[config.mk]
export PLATFORM = sky130hd
export DESIGN_NAME = i2c_cond_generator
export DESIGN_NICKNAME = d
export VERILOG_FILES = /design/src/rtl/i2c_pkg.sv /design/src/rtl/i2c_phase_timer.sv /design/src/rtl/i2c_cond_generator.sv
export SDC_FILE = /design/constraint.sdc
export NUM_CORES = 1
export LEC_CHECK = 0
export ABC_AREA = 1
export BUFFER_PORTS_ARGS = -buffer_cell sky130_fd_sc_hd__buf_2
export CAP_MARGIN = 20
export CORE_UTILIZATION = 55
export DETAILED_ROUTE_END_ITERATION = 8
export PLACE_DENSITY = 0.82
export SLEW_MARGIN = 20
export SYNTH_ARGS = -nofsm -noshare
export SYNTH_HDL_FRONTEND = slang
export SYNTH_SLANG_ARGS = --single-unit
[constraint.sdc]
create_clock -name clk -period 4.7 [get_ports clk]
set_input_delay 0.235 -clock clk [delete_from_list [all_inputs] [get_ports clk]]
set_output_delay 0.235 -clock clk [all_outputs]
set_load 0.02 [all_outputs]
[src/rtl/i2c_pkg.sv]
// Shared types for the I2C condition generator: command codes, FSM states and
// small per-phase lookup helpers used by the sequencer.
package i2c_pkg;

  typedef enum logic [1:0] {
    CMD_START   = 2'b00,
    CMD_RSTART  = 2'b01,
    CMD_STOP    = 2'b10,
    CMD_ILLEGAL = 2'b11
  } cmd_e;

  typedef enum logic [2:0] {
    IDLE,
    RS_SDA_HI,
    RS_SCL_HI,
    ST_SDA_LO,
    ST_SCL_LO,
    SP_SDA_LO,
    SP_SCL_HI,
    SP_SDA_HI
  } state_e;

  // {sda_oe, scl_oe} driven for the whole of a phase; IDLE has no levels of its own
  function automatic logic [1:0] phase_oe(state_e s);
    logic [1:0] oe;
    case (s)
      RS_SDA_HI: oe = 2'b01;
      RS_SCL_HI: oe = 2'b00;
      ST_SDA_LO: oe = 2'b10;
      ST_SCL_LO: oe = 2'b11;
      SP_SDA_LO: oe = 2'b11;
      SP_SCL_HI: oe = 2'b10;
      SP_SDA_HI: oe = 2'b00;
      default:   oe = 2'b00;
    endcase
    return oe;
  endfunction

  // Phase that follows s; IDLE marks the end of a sequence
  function automatic state_e next_phase(state_e s);
    state_e n;
    case (s)
      RS_SDA_HI: n = RS_SCL_HI;
      RS_SCL_HI: n = ST_SDA_LO;
      ST_SDA_LO: n = ST_SCL_LO;
      SP_SDA_LO: n = SP_SCL_HI;
      SP_SCL_HI: n = SP_SDA_HI;
      default:   n = IDLE;
    endcase
    return n;
  endfunction

  // Phases in which SCL is released and a slave may stretch it
  function automatic logic is_scl_release(state_e s);
    return (s == RS_SCL_HI) || (s == SP_SCL_HI);
  endfunction

endpackage

[src/rtl/i2c_phase_timer.sv]
// Phase down-counter: load sets the phase length (>= 1), each enabled cycle
// counts one, and expire flags the last enabled cycle of the phase.
module i2c_phase_timer #(
  parameter int unsigned Width = 16
) (
  input  logic             i_clk,
  input  logic             i_reset,
  input  logic             i_load,
  input  logic [Width-1:0] i_load_val,
  input  logic             i_en,
  output logic             o_expire
);

  logic [Width-1:0] r_cnt;

  // Load wins over counting; the count parks at 1 so a frozen phase never expires
  always_ff @(posedge i_clk) begin
    if (i_reset) begin
      r_cnt <= Width'(1);
    end else if (i_load) begin
      r_cnt <= i_load_val;
    end else if (i_en && (r_cnt != Width'(1))) begin
      r_cnt <= r_cnt - Width'(1);
    end
  end

  assign o_expire = i_en && (r_cnt == Width'(1));

endmodule

[src/rtl/i2c_cond_generator.sv]
// I2C START / repeated-START / STOP condition generator driving open-drain
// enables. Optional SCL clock stretching in the SCL-release phases is enabled
// by defining I2C_SCL_STRETCH_EN; otherwise scl_in is ignored.
module i2c_cond_generator
  import i2c_pkg::*;
#(
  parameter int unsigned DIV_W = 16
) (
  input  logic             clk,
  input  logic             reset,
  input  logic             cmd_valid,
  input  logic [1:0]       cmd,
  output logic             cmd_ready,
  input  logic [DIV_W-1:0] clk_div,
  input  logic             bus_busy,
  input  logic             scl_in,
  output logic             scl_oe,
  output logic             sda_oe,
  output logic             done,
  output logic             cmd_err
);

  state_e           r_state;
  logic [DIV_W-1:0] r_div;
  logic             r_scl_oe;
  logic             r_sda_oe;
  logic             r_done;
  logic             r_cmd_err;

  cmd_e             w_cmd;
  state_e           w_first;
  state_e           w_next;
  logic             w_start_seq;
  logic             w_reject;
  logic [DIV_W-1:0] w_div_eff;
  logic             w_load;
  logic [DIV_W-1:0] w_load_val;
  logic             w_en;
  logic             w_expire;

  assign w_cmd     = cmd_e'(cmd);
  assign w_div_eff = (clk_div == '0) ? DIV_W'(1) : clk_div;
  assign w_next    = next_phase(r_state);

  // Decode the first phase of a request; IDLE means the request is rejected
  always_comb begin
    w_first = IDLE;
    case (w_cmd)
      CMD_START:  w_first = bus_busy ? IDLE : ST_SDA_LO;
      CMD_RSTART: w_first = RS_SDA_HI;
      CMD_STOP:   w_first = SP_SDA_LO;
      default:    w_first = IDLE;
    endcase
    w_start_seq = (r_state == IDLE) && cmd_valid && (w_first != IDLE);
    w_reject    = (r_state == IDLE) && cmd_valid && (w_first == IDLE);
  end

  // Timer is reloaded on acceptance and on every phase change that stays busy
  always_comb begin
    w_load     = w_start_seq || (w_expire && (w_next != IDLE));
    w_load_val = w_start_seq ? w_div_eff : r_div;
`ifdef I2C_SCL_STRETCH_EN
    w_en = (r_state != IDLE) && !(is_scl_release(r_state) && !scl_in);
`else
    w_en = (r_state != IDLE);
`endif
  end

`ifndef I2C_SCL_STRETCH_EN
  logic w_unused_scl;
  assign w_unused_scl = scl_in;
`endif

  i2c_phase_timer #(
    .Width(DIV_W)
  ) u_phase_timer (
    .i_clk      (clk),
    .i_reset    (reset),
    .i_load     (w_load),
    .i_load_val (w_load_val),
    .i_en       (w_en),
    .o_expire   (w_expire)
  );

  // Sequencer FSM with registered line enables and status pulses
  always_ff @(posedge clk) begin
    if (reset) begin
      r_state   <= IDLE;
      r_div     <= DIV_W'(1);
      r_scl_oe  <= 1'b0;
      r_sda_oe  <= 1'b0;
      r_done    <= 1'b0;
      r_cmd_err <= 1'b0;
    end else begin
      r_done    <= 1'b0;
      r_cmd_err <= 1'b0;
      if (w_start_seq) begin
        r_state                <= w_first;
        r_div                  <= w_div_eff;
        {r_sda_oe, r_scl_oe}   <= phase_oe(w_first);
      end else if (w_reject) begin
        r_cmd_err <= 1'b1;
      end else if (w_expire) begin
        r_state <= w_next;
        if (w_next == IDLE) begin
          // Enables keep the final phase levels while idle
          r_done <= 1'b1;
        end else begin
          {r_sda_oe, r_scl_oe} <= phase_oe(w_next);
        end
      end
    end
  end

  assign cmd_ready = (r_state == IDLE);
  assign scl_oe    = r_scl_oe;
  assign sda_oe    = r_sda_oe;
  assign done      = r_done;
  assign cmd_err   = r_cmd_err;

endmodule
==> run summary, run 1 <==
Ports = 28
area of the multi-input gates = 1270 sq um
Critical Path RT = 4.89 ns
Worst-Margin Slew = 0.506 ns
status = finished clean
post-CTS setup buffers = 0
maximum capacitance violations = 0
Max stage delay cell, worst path = dfxtp_1
htree depth = 2
ys flop type = dfxtp_1
startpoint types = flop
num rows = 23
Die X = 67.6 um
Reg area = 781 sq um
top post-synthesis cells by count = 82 x nand2_1, 59 x inv_1, 55 x nor2_1
Worst VDD drop = 0.374 mV
Root Driver = clkbuf_8
area delta synth->final = 9.57%
max-slew violation count = 0
DRC viols = 0
Synthesized Nets = 392
total leakage power = 1.35 nW
pin count of the biggest net entering global routing = 37
routed wire length = 5310 um
DR iter-0 viols = 170
post-DR wirelength/cell = 12.1 um
CP cell instances = inv_1 > ha_1 > nand2_1 > nor2_4 > nand2_1 > nand2_2 > inv_2 > nand3b_1 > nand3_1 > nor2b_1
core area = 4060 sq um
RSZ-0062 raised after global routing = false
Antenna Cells = 0
Synth area leaders = dfxtp_1 33%, nand2_1 13%, inv_1 9.4%
Final Cycle Share = 39.5%
sequential share of the synthesized area = 33.0%
Synth top area share = 33.0%
Detailed Place HPWL = 3870 um
CTS tree = done
hold_ws = 0.279 ns
Most common cell on crit path = nand2_1
worst-path maximum fanout = 18
Die ar. = 4570 sq um
# setup viols final = 0
worst path arrival time = 2.05 ns
area leader, netlist = dfxtp_1
initial antenna violation count = 0
routability cong. = 0.863
Hold Crit Class = in2reg
PortBufs = 26
# fillers = 358
Post-synth EDFFs = 0
Hold Buf Count CTS = 0
CP top delay family = simple AND/OR/NAND/NOR gates
DR vias = 2290
drt pass-1 iters = 6
Mapped Cells = 364
CTS Buf Count = 5
#FFs+latches synth = 39
most common cell in the netlist = nand2_1
Die Y = 67.6 um
achievable frequency = 538 MHz
Netlist Area Pre-Place = 2370 sq um
via/cell ratio = 5.23
Worst-Skew Late Latency = 0.30 ns
final net count = 415
CP Buf/Inv Count = 2
ANT nets after route = 0
post_cts resized = 0
CTS sink count = 39
Clock Path Buffers = 2
crit path kind = reg2reg
Setup TNS = 0 ns
grt total ovfl = 0
Initial Utilization = 58.3%
clock slew at the register clock pins of the worst setup and hold paths = 0.08 ns
pwr dens = 585 nW/um^2
Critical Path Max Stage Delay = 0.32 ns
Ys Warns = 0
FFs w/ async S/R, synth = 0%
Mapped Avg Cell Area = 6.50 sq um
Crit. End Element = flop
vias in the first global route = 2138
Fin. Hold Viols = 0
first-pass GRT wire length = 9100 um
Tot GR Track Use = 26.1%
slew margin rel. = 66.2%
layout cell share with drive strength beyond 1 = 14.7%
post-synthesis cell type count = 35
Tmin final = 1.86 ns
Clock Skew = 0.00193 ns
flip-flops by register name (all words and copies together) (netlist names):
name and flops:
cmd_err 1, done 1, r_div 16, r_state 3, scl_oe 1, sda_oe 1, u_phase_timer.r_cnt 16
worst min-delay path, cell delays in order:
cell and delay (ns):
buf_2 0.07, inv_1 0.04, nand3_1 0.09, nand2_1 0.06
nand2_1 0.05
path summary, 6_finish.rpt:
check,from,end,slack (ns),depth (start not counted)
worst max-delay path,u_phase_timer.r_cnt[1]$_SDFFE_PP0P_,u_phase_timer.r_cnt[7]$_SDFFE_PP0P_,2.84,10
worst min-delay path,clk_div[0],r_div[0]$_SDFF_PP1_,0.28,5
worst max register to register,u_phase_timer.r_cnt[1]$_SDFFE_PP0P_,u_phase_timer.r_cnt[7]$_SDFFE_PP0P_,2.84,10
worst min register to register,r_state[2]$_SDFFE_PP0P_,r_state[2]$_SDFFE_PP0P_,0.50,2
layout make-up:
class / instances / share of cell area (%)
clock buffer: 6 / 3.19
clock inverter: 2 / 1.35
inverter: 62 / 8.98
multi-input combinational: 253 / 48.9
sequential: 39 / 30.1
tap: 50 / 2.41
timing repair buffer: 26 / 5.02
report_power, final:
group	switching [mW]	internal (mW)
sequential	0.0504	0.403
combinational	0.520	0.246
clock	0.127	0.172
per-stage QoR:
stage               cell area [sq um]  cells  util [%]  setup slack, ns  power, mW
floorplan                        2370    364         -             3.12       1.09
global placement                 2470    430      61.0             2.62       1.19
detailed placement               2470    430      61.0             2.60       1.22
CTS                              2590    438      63.9             2.85       1.51
global route                     2590    438      63.9             2.63       1.64
finish                           2590    438      63.9             2.84       1.52
placed cells by master, fill, tap and decap left out, types with 3 or more instances in the layout:
cell       n
nand2_1   82
inv_1     59
nor2_1    55
nand3_1   41
dfxtp_1   39
buf_2     26
o21ai_0   11
nand4_1    9
o21ai_1    8
clkbuf_8   6
xor2_1     5
a21oi_1    5
ha_1       5
nand2_2    4
inv_2      3
nor2_2     3
o21ai_2    3
cells by family after synthesis:
family,after synthesis,share of synthesized area (%)
fa+ha+maj,5,2.64
compound gates,30,7.03
buf+inv,72,13.4
xor+xnor,5,1.85
flops,39,33.0
simple gates,213,42.1
metal layers:
layer  track usage, %  routed length [um]  part of all wire, %
met5                0                   0                    0
met4             8.78                  72                  1.4
met3             5.57                 219                  4.1
met2             43.3                2500                   47
met1             33.1                2510                   47
Power figures use the tool's default switching activity.
==> inputs of run 2 (changes only) <==
- clock period: 4.7 -> 1.9 ns (I/O delays scaled with it)
==> run 2 against run 1 <==
  * Total power grew to 2.5 times the previous value
  * Sequential share of layout area is 0.63 points lower
  * Non-clock buffer count is 5 higher
  * Die area stayed put
  * Maximum frequency is 7.5% higher
  * Critical path type unchanged
  * Largest power group unchanged
==> run summary, run 2 (synthesis results as in run 1) <==
CP cell instances = inv_1 > ha_1 > nand2_1 > nor2_4 > nand4_2 > nand2_4 > nand2_1 > nand3_1 > nand2_1 > inv_1 (was inv_1 > ha_1 > nand2_1 > nor2_4 > nand2_1 > nand2_2 > inv_2 > nand3b_1 > nand3_1 > nor2b_1)
PortBufs = 26 (unchanged)
Die X = 67.6 um (unchanged)
core area = 4060 sq um (unchanged)
slew margin rel. = 65.8% (was 66.2%)
Clock Path Buffers = 2 (unchanged)
Ports = 28 (unchanged)
RR Startpoint = u_phase_timer.r_cnt[1]$_SDFFE_PP0P_ (unchanged)
via/cell ratio = 5.12 (was 5.23)
worst path arrival time = 1.98 ns (was 2.05 ns)
Crit. End Element = flop (unchanged)
DRC viols = 0 (unchanged)
CTS Buf Count = 5 (unchanged)
final net count = 420 (was 415)
DR vias = 2268 (was 2290)
Antenna Cells = 0 (unchanged)
reg2reg end = u_phase_timer.r_cnt[13]$_SDFFE_PP0P_ (was u_phase_timer.r_cnt[7]$_SDFFE_PP0P_)
Gate power share = 51.9% (was 50.5%)
Most common cell on crit path = nand2_1 (unchanged)
hold path startpoint = clk_div[13] (was clk_div[0])
Final Cycle Share = 91.0% (was 39.5%)
max-slew violation count = 0 (unchanged)
initial antenna violation count = 0 (unchanged)
clock slew at the register clock pins of the worst setup and hold paths = 0.08 ns (about the same)
post-DR wirelength/cell = 11.9 um (was 12.1 um)
Worst-Skew Late Latency = 0.29 ns (was 0.30 ns)
routability cong. = 0.902 (was 0.863)
Pint = 2.10 mW (was 821 uW)
setup slack, reg-to-reg = 0.17 ns (was 2.84 ns)
RSZ-0062 raised after global routing = false (unchanged)
drt pass-1 iters = 4 (was 6)
area delta synth->final = 11.9% (was 9.57%)
total leakage power = 1.38 nW (was 1.35 nW)
Worst VDD drop = 0.790 mV (was 0.374 mV)
htree depth = 2 (unchanged)
Worst Hold Depth = 5 (unchanged)
startpoint types = flop (unchanged)
pwr dens = 1450 nW/um^2 (was 585 nW/um^2)
Detailed Place HPWL = 3910 um (was 3870 um)
Largest regs = r_div x16, u_phase_timer.r_cnt x16, r_state x3 (unchanged)
hold_ws = 0.135 ns (was 0.279 ns)
ANT nets after route = 0 (unchanged)
commonest non-fill, non-tap cell in the layout = nand2_1 (unchanged)
CTS tree = done (unchanged)
achievable frequency = 578 MHz (was 538 MHz)
status = finished clean (unchanged)
Setup TNS = 0 ns (unchanged)
Die ar. = 4570 sq um (unchanged)
crit path kind = reg2reg (unchanged)
Die Y = 67.6 um (unchanged)
DR iter-0 viols = 142 (was 170)
# fillers = 360 (was 358)
maximum capacitance violations = 0 (unchanged)
P_sw = 1.75 mW (was 697 uW)
Tmin final = 1.73 ns (was 1.86 ns)
first-pass GRT wire length = 9050 um (was 9100 um)
Root Driver = clkbuf_8 (unchanged)
Critical Path Max Stage Delay = 0.32 ns (about the same)
grt total ovfl = 0 (unchanged)
Worst R2R Path Depth = 10 (unchanged)
Switching Share = 45.4% (was 45.9%)
Reg area = 781 sq um (unchanged)
Worst-Margin Slew = 0.512 ns (was 0.506 ns)
commonest non-fill, non-tap cells in the layout = 82 x nand2_1, 59 x inv_1, 55 x nor2_1 (unchanged)
Tot GR Track Use = 26.6% (was 26.1%)
num rows = 23 (unchanged)
pin count of the biggest net entering global routing = 24 (was 37)
worst-path maximum fanout = 16 (was 18)
CTS sink count = 39 (unchanged)
routed wire length = 5260 um (was 5310 um)
area of the multi-input gates = 1270 sq um (about the same)
Max stage delay cell, worst path = dfxtp_1 (unchanged)
CP Buf/Inv Count = 2 (unchanged)
Hold EP = r_div[13]$_SDFF_PP0_ (was r_div[0]$_SDFF_PP1_)
Seq pwr share = 29.2% (was 29.8%)
CP top delay family = simple AND/OR/NAND/NOR gates (unchanged)
Fin. Hold Viols = 0 (unchanged)
Initial Utilization = 58.3% (unchanged)
Clock Skew = 0.00484 ns (was 0.00193 ns)
layout cell share with drive strength beyond 1 = 15.8% (was 14.7%)
Critical Path RT = 2.15 ns (was 4.89 ns)
Hold Crit Class = in2reg (unchanged)
# setup viols final = 0 (unchanged)
Clk pwr share = 18.9% (was 19.7%)
vias in the first global route = 2118 (was 2138)
## run 2: cell count changes in the layout (fill, tap and decap cells not counted)
cell / previous run / this run
buf_12: 0 / 1
buf_4: 0 / 4
nand2_2: 4 / 3
nand2_4: 2 / 3
## run 2: power groups by stage
stage,registers (mW),clock network [mW],logic [mW]
2_1_floorplan,1.13,0,1.57
3_3_place_gp,1.13,0,1.90
3_5_place_dp,1.14,0,1.94
4_1_cts,1.12,0.737,1.96
5_1_grt,1.14,0.769,2.28
6_report,1.12,0.728,1.99
## run 2: per-stage QoR
step                utilization [%]  std cells  area, sq um  setup WS (ns)  power, mW
floorplan                         -        364         2370          0.426       2.70
global placement               62.2        435         2520          0.238       3.03
detailed placement             62.2        435         2520          0.213       3.08
CTS                            65.1        443         2640          0.166       3.82
global route                   65.2        443         2650         0.0255       4.19
finish                         65.2        443         2650          0.171       3.85
## run 2: worst max-delay path by stage
| stage | slack (ns) | end | from | depth (start not counted) |
|---|---|---|---|---|
| final | 0.17 | u_phase_timer.r_cnt[13]$_SDFFE_PP0P_ | u_phase_timer.r_cnt[1]$_SDFFE_PP0P_ | 10 |
| after global routing | 0.03 | u_phase_timer.r_cnt[13]$_SDFFE_PP0P_ | u_phase_timer.r_cnt[1]$_SDFFE_PP0P_ | 10 |
| after CTS | 0.17 | u_phase_timer.r_cnt[2]$_SDFFE_PP0P_ | u_phase_timer.r_cnt[1]$_SDFFE_PP0P_ | 11 |
| after detailed placement | 0.21 | u_phase_timer.r_cnt[4]$_SDFFE_PP0P_ | cmd[0] | 10 |
| after global placement | 0.24 | u_phase_timer.r_cnt[14]$_SDFFE_PP0P_ | u_phase_timer.r_cnt[1]$_SDFFE_PP0P_ | 10 |
| after floorplan | 0.43 | u_phase_timer.r_cnt[2]$_SDFFE_PP0P_ | u_phase_timer.r_cnt[1]$_SDFFE_PP0P_ | 12 |
## run 2: final cells by class
type	instances	share of cell area [%]
Clock inverter	2	1.32
Sequential cell	39	29.5
Tap cell	50	2.36
Timing Repair Buffer	31	6.81
Clock buffer	6	3.12
Multi-Input combinational cell	253	48.1
Inverter	62	8.79
## run 2: repair_timing
item	4_1_cts	5_1_grt
setup endpoints to repair	0	1
resized for setup	0	1
setup buffers	0	0
hold buffers	0	0
## run 2: per-layer routing
| metal | GRT usage (%) | wire, um |
|---|---|---|
| met1 | 34.8 | 2520 |
| met3 | 4.73 | 203 |
| met2 | 41.2 | 2400 |
| met4 | 13.6 | 141 |
| met5 | 0 | 0 |
## run 2: worst register-to-register path, stage by stage, from the launching register on
cell and delay [ns]:
dfxtp_1 0.32, inv_1 0.10, ha_1 0.19, nand2_1 0.11
nor2_4 0.16, nand4_2 0.24, nand2_4 0.24, nand2_1 0.11
nand3_1 0.09, nand2_1 0.06, inv_1 0.07
